<file path="src/rtl/nn_pkg.sv">
// Shared constants and types for the neuron/synapse scheduling path.
// Also consumed by the wishbone_nn status decoder.
`ifndef NN_ID_BUS
`define NN_ID_BUS 8
`endif

package nn_pkg;

   localparam int unsigned NN_ID_W         = `NN_ID_BUS;
   localparam int unsigned NN_IDLE_ID      = 0;
   localparam int unsigned NN_HOLD_DEFAULT = 4;
   localparam int unsigned NN_GAP_DEFAULT  = 2;

   typedef enum logic [1:0] {
      StIdle  = 2'd0,
      StDrive = 2'd1,
      StGap   = 2'd2
   } nn_state_e;

   function automatic int unsigned nn_max(input int unsigned a, input int unsigned b);
      return (a > b) ? a : b;
   endfunction

endpackage

</file>
<file path="src/rtl/nn_id_fifo.sv">
// Synchronous ID FIFO with extra-MSB pointers, level output and synchronous clear.
// Push into a full FIFO and pop from an empty one are ignored.
module nn_id_fifo
   import nn_pkg::*;
#(
   parameter int unsigned DEPTH = 8,
   parameter int unsigned ID_W  = NN_ID_W
) (
   input  logic                     i_clk,
   input  logic                     i_rst_n,
   input  logic                     i_clr,
   input  logic                     i_push,
   input  logic [ID_W-1:0]          i_id,
   input  logic                     i_pop,
   output logic [ID_W-1:0]          o_head,
   output logic                     o_full,
   output logic                     o_empty,
   output logic [$clog2(DEPTH):0]   o_level
);

   localparam int unsigned AW = $clog2(DEPTH);

   logic [ID_W-1:0] r_mem [DEPTH];
   logic [AW:0]     r_wptr;
   logic [AW:0]     r_rptr;
   logic            w_do_push;
   logic            w_do_pop;

   assign o_full    = (r_wptr[AW] != r_rptr[AW]) && (r_wptr[AW-1:0] == r_rptr[AW-1:0]);
   assign o_empty   = (r_wptr == r_rptr);
   assign o_level   = r_wptr - r_rptr;
   assign o_head    = r_mem[r_rptr[AW-1:0]];
   assign w_do_push = i_push && !o_full && !i_clr;
   assign w_do_pop  = i_pop && !o_empty && !i_clr;

   always_ff @(posedge i_clk or negedge i_rst_n) begin
      if (!i_rst_n) begin
         r_wptr <= '0;
         r_rptr <= '0;
      end else if (i_clr) begin
         r_wptr <= '0;
         r_rptr <= '0;
      end else begin
         if (w_do_push) r_wptr <= r_wptr + (AW+1)'(1);
         if (w_do_pop)  r_rptr <= r_rptr + (AW+1)'(1);
      end
   end

   // Storage needs no reset: entries are only read between valid pointers.
   always_ff @(posedge i_clk) begin
      if (w_do_push) r_mem[r_wptr[AW-1:0]] <= i_id;
   end

endmodule

</file>
<file path="src/rtl/nn_spike_scheduler.sv">
// Replays buffered neuron/synapse IDs onto the analog array address bus with fixed
// hold and gap timing; reports busy, FIFO level and an event count for host readback.
module nn_spike_scheduler
   import nn_pkg::*;
#(
   parameter int unsigned     ID_W        = NN_ID_W,
   parameter int unsigned     DEPTH       = 8,
   parameter int unsigned     HOLD_CYCLES = NN_HOLD_DEFAULT,
   parameter int unsigned     GAP_CYCLES  = NN_GAP_DEFAULT,
   parameter logic [ID_W-1:0] IDLE_ID     = ID_W'(NN_IDLE_ID),
   parameter int unsigned     CNT_W       = 16
) (
   input  logic                    wb_clk_i,
   input  logic                    wb_rst_ni,
   input  logic                    enable,
   input  logic                    flush,
   input  logic                    in_valid,
   output logic                    in_ready,
   input  logic [ID_W-1:0]         in_id,
   output logic [ID_W-1:0]         syn_addr,
   output logic                    busy,
   output logic [$clog2(DEPTH):0]  fifo_level,
   output logic [CNT_W-1:0]        evt_count
);

   localparam int unsigned CW = $clog2(nn_max(HOLD_CYCLES, GAP_CYCLES)) + 1;
   localparam logic [CW-1:0] HOLD_LOAD = CW'(HOLD_CYCLES - 1);
   localparam logic [CW-1:0] GAP_LOAD  = CW'(GAP_CYCLES - 1);

   nn_state_e        r_state;
   logic [CW-1:0]    r_cnt;
   logic [ID_W-1:0]  r_syn_addr;
   logic [CNT_W-1:0] r_evt_count;

   logic             w_full;
   logic             w_empty;
   logic [ID_W-1:0]  w_head;
   logic             w_push;
   logic             w_pop;
   logic             w_can_start;

   // Gated by reset so the upstream block never sees a handshake during reset.
   assign in_ready    = wb_rst_ni && !w_full && !flush;
   // IDLE_ID completes the handshake but is dropped here, never stored.
   assign w_push      = in_valid && in_ready && (in_id != IDLE_ID);
   assign w_can_start = enable && !w_empty && !flush;
   assign w_pop       = w_can_start &&
                        ((r_state == StIdle) || ((r_state == StGap) && (r_cnt == '0)));

   nn_id_fifo #(
      .DEPTH (DEPTH),
      .ID_W  (ID_W)
   ) u_fifo (
      .i_clk   (wb_clk_i),
      .i_rst_n (wb_rst_ni),
      .i_clr   (flush),
      .i_push  (w_push),
      .i_id    (in_id),
      .i_pop   (w_pop),
      .o_head  (w_head),
      .o_full  (w_full),
      .o_empty (w_empty),
      .o_level (fifo_level)
   );

   always_ff @(posedge wb_clk_i or negedge wb_rst_ni) begin
      if (!wb_rst_ni) begin
         r_state     <= StIdle;
         r_cnt       <= '0;
         r_syn_addr  <= IDLE_ID;
         r_evt_count <= '0;
      end else if (flush) begin
         r_state    <= StIdle;
         r_cnt      <= '0;
         r_syn_addr <= IDLE_ID;
      end else begin
         case (r_state)
            StIdle: begin
               if (w_pop) begin
                  r_syn_addr  <= w_head;
                  r_cnt       <= HOLD_LOAD;
                  r_evt_count <= r_evt_count + CNT_W'(1);
                  r_state     <= StDrive;
               end else begin
                  r_syn_addr <= IDLE_ID;
               end
            end
            StDrive: begin
               if (r_cnt == '0) begin
                  r_syn_addr <= IDLE_ID;
                  r_cnt      <= GAP_LOAD;
                  r_state    <= StGap;
               end else begin
                  r_cnt <= r_cnt - CW'(1);
               end
            end
            StGap: begin
               if (r_cnt == '0) begin
                  // Back-to-back issue skips IDLE to keep the period at HOLD+GAP.
                  if (w_pop) begin
                     r_syn_addr  <= w_head;
                     r_cnt       <= HOLD_LOAD;
                     r_evt_count <= r_evt_count + CNT_W'(1);
                     r_state     <= StDrive;
                  end else begin
                     r_state <= StIdle;
                  end
               end else begin
                  r_cnt <= r_cnt - CW'(1);
               end
            end
            default: begin
               r_state    <= StIdle;
               r_syn_addr <= IDLE_ID;
            end
         endcase
      end
   end

   assign syn_addr  = r_syn_addr;
   assign evt_count = r_evt_count;
   assign busy      = (r_state != StIdle) || !w_empty;

endmodule
</file>
<file path="config.mk">
export PLATFORM = sky130hd
export DESIGN_NAME = nn_spike_scheduler
export DESIGN_NICKNAME = d
export VERILOG_FILES = /design/src/rtl/nn_pkg.sv /design/src/rtl/nn_id_fifo.sv /design/src/rtl/nn_spike_scheduler.sv
export SDC_FILE = /design/constraint.sdc
export NUM_CORES = 1
export LEC_CHECK = 0
export ABC_AREA = 0
export CAP_MARGIN = 20
export CORE_ASPECT_RATIO = 1.2
export CORE_MARGIN = 5
export CORE_UTILIZATION = 50
export DETAILED_ROUTE_END_ITERATION = 10
export PLACE_DENSITY = 0.71
export SKIP_CTS_REPAIR_TIMING = 1
export SLEW_MARGIN = 15
export SYNTH_ARGS = -nofsm -noshare
export SYNTH_HDL_FRONTEND = slang
export SYNTH_SLANG_ARGS = --single-unit
</file>
<file path="constraint.sdc">
create_clock -name wb_clk_i -period 5 [get_ports wb_clk_i]
set_clock_uncertainty 0.2 [all_clocks]
set_input_delay 0.75 -clock wb_clk_i [delete_from_list [all_inputs] [get_ports wb_clk_i]]
set_output_delay 0.75 -clock wb_clk_i [all_outputs]
set_load 0.1 [all_outputs]
</file>
Word-level counts from Yosys, hierarchy flattened --
Memory sizes are Yosys's and may differ from the RTL's. Index checks and enable logic that the tools add are counted.
Storage, ports and cells: latch bits 0, memory bits (writable) 64, ROM bits 0, output and inout port bits 30, input port bits 13, word-level logic and storage cells 78, memories 1, flip-flop bits (word level) 37
Memory list:
- u_fifo.r_mem | depth 8, width 8, read ports 1, clocked after memory_dff 0, write ports 1, line nn_id_fifo.sv:23 | logic [ID_W-1:0] r_mem [DEPTH];
Operators by class: add/sub/neg operators 5, equality and inequality tests 10, $lt $le $gt $ge 0, multiply operators 0, mux-type cells 26, bitwise logic cells 1, divide/modulo/power cells 0, shift operators 0, reductions and logical operators 29
Operator list (number):
- 8-bit two-way mux | 5
- 16-bit two-way mux | 2
- 16-bit case mux with 2 select lines | 1
- 8-bit case mux with 3 select lines | 1
- 16-bit by 1-bit adder with 16-bit output, second input constant | 1
- 4-bit two-way mux | 4
- 1-bit logical AND | 13
- 3-bit two-way mux | 4
- 3-bit by 2-bit != test with 1-bit output, second input constant | 3
- 3-bit case mux with 3 select lines | 1
- 3-bit AND reduction | 3
- 4-bit by 1-bit adder with 4-bit output, second input constant | 2
- 2-bit two-way mux | 4
- 2-bit nonzero test | 4
- 8-bit nonzero test | 1
- 2-bit case mux with 3 select lines | 1
- 4-bit equality test | 1
- 4-bit nonzero test | 1
- 4-bit subtractor | 1
- 3-bit equality test | 1
- 1-bit logical NOT | 3
- 3-bit logical NOT | 1
- 1-bit two-way mux | 3
- 3-bit != test, second input constant | 1
- other kinds (8) | 9

Longest topological paths before layout --
depth after elaboration 11, depth in mapped cells 9, mapped depth without buffers 7

Cells and area by module --
From an unflattened synthesis, not the netlist that was laid out.
Second synthesis, totals: cells, all modules 319, area total of the unflattened synthesis 4564.4 µm²
By module, submodules not included:
- nn_id_fifo | area an instance 3042.9 µm², cells an instance 178, instances 1, seq. area each 2122.0 µm²
- nn_spike_scheduler | area an instance 1521.5 µm², cells an instance 141, instances 1, seq. area each 725.7 µm²

Worst setup path before layout --
No wires, ideal clock.
kind register -> register, start point reg u_fifo.r_rptr[2], end point mem u_fifo.r_mem[0][0] (netlist bit), enable pin, cell stages (with the launch flop) 10, clock period less this slack 4.198 ns, data arrival time 3.614 ns, data required time 4.417 ns, setup time 0.383 ns, buffers on the path 3, setup slack 0.802 ns, cells stage by stage dfrtp_1 buf_2 buf_1 inv_1 ha_1 and3_1 buf_2 a21oi_2 nand3_1 nor3_1
On the way: word-level cells in the longest chain between the ends 11
Ends and longest elaborated chain:
- start: declaration | line nn_id_fifo.sv:25 | logic [AW:0] r_rptr;
- start signal: assignment | line nn_id_fifo.sv:45 | if (w_do_pop) r_rptr <= r_rptr + (AW+1)'(1);
- 3-bit equality test | line nn_id_fifo.sv:29 | assign o_full = (r_wptr[AW] != r_rptr[AW]) && (r_wptr[AW-1:0] == r_rptr[AW-1:0]);
- 1-bit logical AND | line nn_id_fifo.sv:29
- 1-bit logical NOT | line nn_spike_scheduler.sv:43 | assign in_ready = wb_rst_ni && !w_full && !flush;
- 1-bit logical AND (2 in series) | line nn_spike_scheduler.sv:43
- net in_ready | line nn_spike_scheduler.sv:18 | output logic in_ready,
- 1-bit logical AND (2 in series) | line nn_spike_scheduler.sv:45 | assign w_push = in_valid && in_ready && (in_id != IDLE_ID);
- 1-bit logical AND (2 in series) | line nn_id_fifo.sv:33 | assign w_do_push = i_push && !o_full && !i_clr;
- 1-bit two-way mux | line nn_id_fifo.sv:51 | if (w_do_push) r_mem[r_wptr[AW-1:0]] <= i_id;
- 1-bit two-way mux (implied by the code) | line nn_id_fifo.sv:51
- end: declaration | line nn_id_fifo.sv:23
The timed path passes the listed nets, and every way through them passes these cells.

Worst setup path after layout --
start point reg u_fifo.r_rptr[0], end point out fifo_level[0]
On the way: word-level cells in the longest chain between the ends 1
Ends and longest elaborated chain:
- 4-bit subtractor | line nn_id_fifo.sv:31 | assign o_level = r_wptr - r_rptr;
- end: declaration | line nn_spike_scheduler.sv:22 | output logic [$clog2(DEPTH):0] fifo_level,
No other way between the ends.

==> summary.md <==
| Metric | Value |
|---|---|
| Total Power | `0.00214 W` |
| H-tree depth | `3` |
| Fmax | `around 280 MHz` |
| Most frequent cells in the layout | `edfxtp_1, dfrtp_1, clkdlybuf4s50_1` |
| GRT Overall Usage | `0.183` |
| Worst-path clk slew | `0.10 ns` |
| Power Density | `403 mW/mm^2` |
| Vias in the first global route | `approximately 2,900` |
| EDFF count, synth | `64` |
| Detail Route Antenna Nets | `0` |
| Final #Nets | `380` |
| Dominant synthesized flop cell | `edfxtp_1` |
| Worst slew margin | `0.333` |
| GPL Wtd Cong | `around 0.8` |
| Via/cell ratio | `between 5 and 6` |
| WP data arrival | `between 2 and 3 ns` |
| Largest net degree at the start of global routing | `38` |
| Max IR drop VDD | `~0.24 mV` |
| Filler instances | `between 600 and 700` |
| Period utilization | `0.709` |
| First-pass GRT wire length | `between 15,000 and 20,000 um` |
| DRC | `0` |
| CTS Buf Count | `9` |
| Final hold vios | `0` |
| Starting Density | `0.507` |
| Nature of the critical path endpoint | `output port` |
| DP Worst Slack | `between 1 and 1.5 ns` |
| Gr ovfl total | `0` |
| Slew Viols, Final | `0` |
| Register bit total from synthesis | `~100` |
| Die area | `~0.011 mm^2` |
| CP Data Required Time | `slightly above 4 ns` |
| Crit path kind | `register to output port` |
| Least-Margin Pin Slew | `roughly 1.0 ns` |
| Post-detail-place hpwl | `6380 um` |
| Sequential element share of the synthesized area | `0.626` |
| Fin worst setup slack | `1.45 ns` |
| RSZ-0062 raised after global routing | `no` |
| Core area | `around 0.0090 mm^2` |
| Antenna violations before repair | `0` |
| Final WL | `between 9000 and 10,000 um` |
| Yosys warning count | `0` |
| Yosys cell types | `52` |
| Root Driver | `clkbuf_8` |
| Site row count | `38` |
| Fin Hold WS | `0.271 ns` |
| Max-cap viol count | `0` |
| Setup TNS | `0 ns` |
| Port-buffer cells | `between 40 and 50` |
| Setup crit start kind | `register` |
| Initial drt markers | `roughly 160` |
| Antenna diode count | `0` |
| CTS tree | `built` |
| Average size of a mapped cell | `about 15 um^2` |
| Share of layout cells above drive strength 1 | `0.148` |
| Overall die width | `between 90 and 100 um` |
| Clk_lat worst skew | `0.38 ns` |
| Cell Area, Synth | `about 0.0046 mm^2` |
| Max FO, Critical Path | `21` |
| Num ports | `43` |
| Setup Viol. Count Final | `0` |
| Cells after Synth | `approximately 300` |
| Clock Sinks | `a little over 100` |
| Final core utilization | `0.591` |
| Worst min path class | `register to register` |
| DR pass1 iterations | `4` |
| Leak pwr | `2.00 nW` |
| Clock tree buffer depth | `2` |
| Most common cell after layout, fill and taps aside | `edfxtp_1` |
| DIE HEIGHT | `about 110 um` |
| Synth async-reset ratio | `0.366` |
| Syn Nets | `between 300 and 400` |
| Minimum clock period | `between 3 and 4 ns` |
| Status | `finished, final reports clean` |
| Routed vias | `approximately 2,700` |
| WL per Instance | `a little under 20 um` |
| Area Growth Syn to Fin | `16.7%` |
==> cell usage after synthesis, drive strengths merged, types with 3 or more instances <==
master   count  area, um^2
a211oi       5        55.1
xor2         4        35.0
a211o        4        35.0
a21oi        4        27.5
mux2i       13         130
edfxtp      64        1920
a21boi       3        26.3
and3         4        25.0
xnor2       15         150
nand2        9        33.8
nand3       12        60.1
nor2        13        48.8
mux4        16         360
a31oi        3        18.8
ha          14         175
nand2b       8        50.1
nor3         5        25.0
buf          9        45.1
nor4         3        18.8
inv         15        56.3
dfrtp       37         926
nand4        9        56.3
o2bb2ai      8        70.1
==> cells by family (layout without fill, tap and decap cells) <==
logic type	Yosys count	in the layout	synth area share
adder cells (fa/ha/maj)	15	15	0.0429
XOR/XNOR	19	19	0.0407
flip-flops	101	101	0.626
multiplexers	31	31	0.113
AND/OR/NAND/NOR	71	71	0.0822
AO/OA/AOI/OAI	40	40	0.0720
buffers and inverters	26	80	0.0239
==> worst paths after layout <==
check | start | to | slack (ns) | depth (start not counted)
min reg2reg | evt_count[15] | evt_count[15] | 0.27 | 1
max reg2reg | u_fifo.r_rptr[1] | u_fifo.r_mem[0][2] | 1.77 | 7
min | evt_count[15] | evt_count[15] | 0.27 | 1
max in group asynchronous | wb_rst_ni | syn_addr[7] | 3.94 | 2
min in group asynchronous | wb_rst_ni | evt_count[8] | 0.28 | 2
max | u_fifo.r_rptr[0] | fifo_level[0] | 1.45 | 4
==> cell type report <==
type | instances | area, um^2 | share of cell area
clock inverters | 6 | 71.3 | 0.0134
inverters | 15 | 56.3 | 0.0106
multi-input cells | 176 | 1600 | 0.300
clock buffers | 10 | 138 | 0.0259
flip-flops and latches | 101 | 2850 | 0.536
well taps | 120 | 150 | 0.0283
repair buffers | 49 | 455 | 0.0857
==> registers in the layout, indices dropped and copies added, names as in the netlist <==
register and count:
evt_count 16, r_cnt 3, r_state 2, syn_addr 8
u_fifo.r_mem 64, u_fifo.r_rptr 4, u_fifo.r_wptr 4
==> critical path, cell delays in order, from the launching register on <==
cell             delay [ns]
dfrtp_1                0.33
buf_4                  0.35
ha_1                   0.34
inv_1                  0.07
clkdlybuf4s50_1        1.12
==> per-layer routing <==
metal / routed length (um) / global-route usage / vias to the layer above
li1: - / - / 1253
met1: 3940 / 0.221 / 1348
met2: 4770 / 0.321 / 64
met3: 472 / 0.0366 / 14
met4: 191 / 0.0815 / 0
met5: 0 / 0 / -
==> through the flow <==
stage / std cells / instance area (um^2)
after floorplan: 303 / 4550
after global placement: 461 / 5100
after detailed placement: 461 / 5100
after CTS: 477 / 5310
after global routing: 477 / 5310
final: 477 / 5310
==> where the power goes <==
group	switching [W]	internal (W)	total (W)
registers	0.0000370	0.000924	0.000961
logic	0.000461	0.000183	0.000644
clock network	0.000288	0.000249	0.000538
total	0.000787	0.00136	0.00214
No activity file was read; power rests on OpenSTA's default activity.
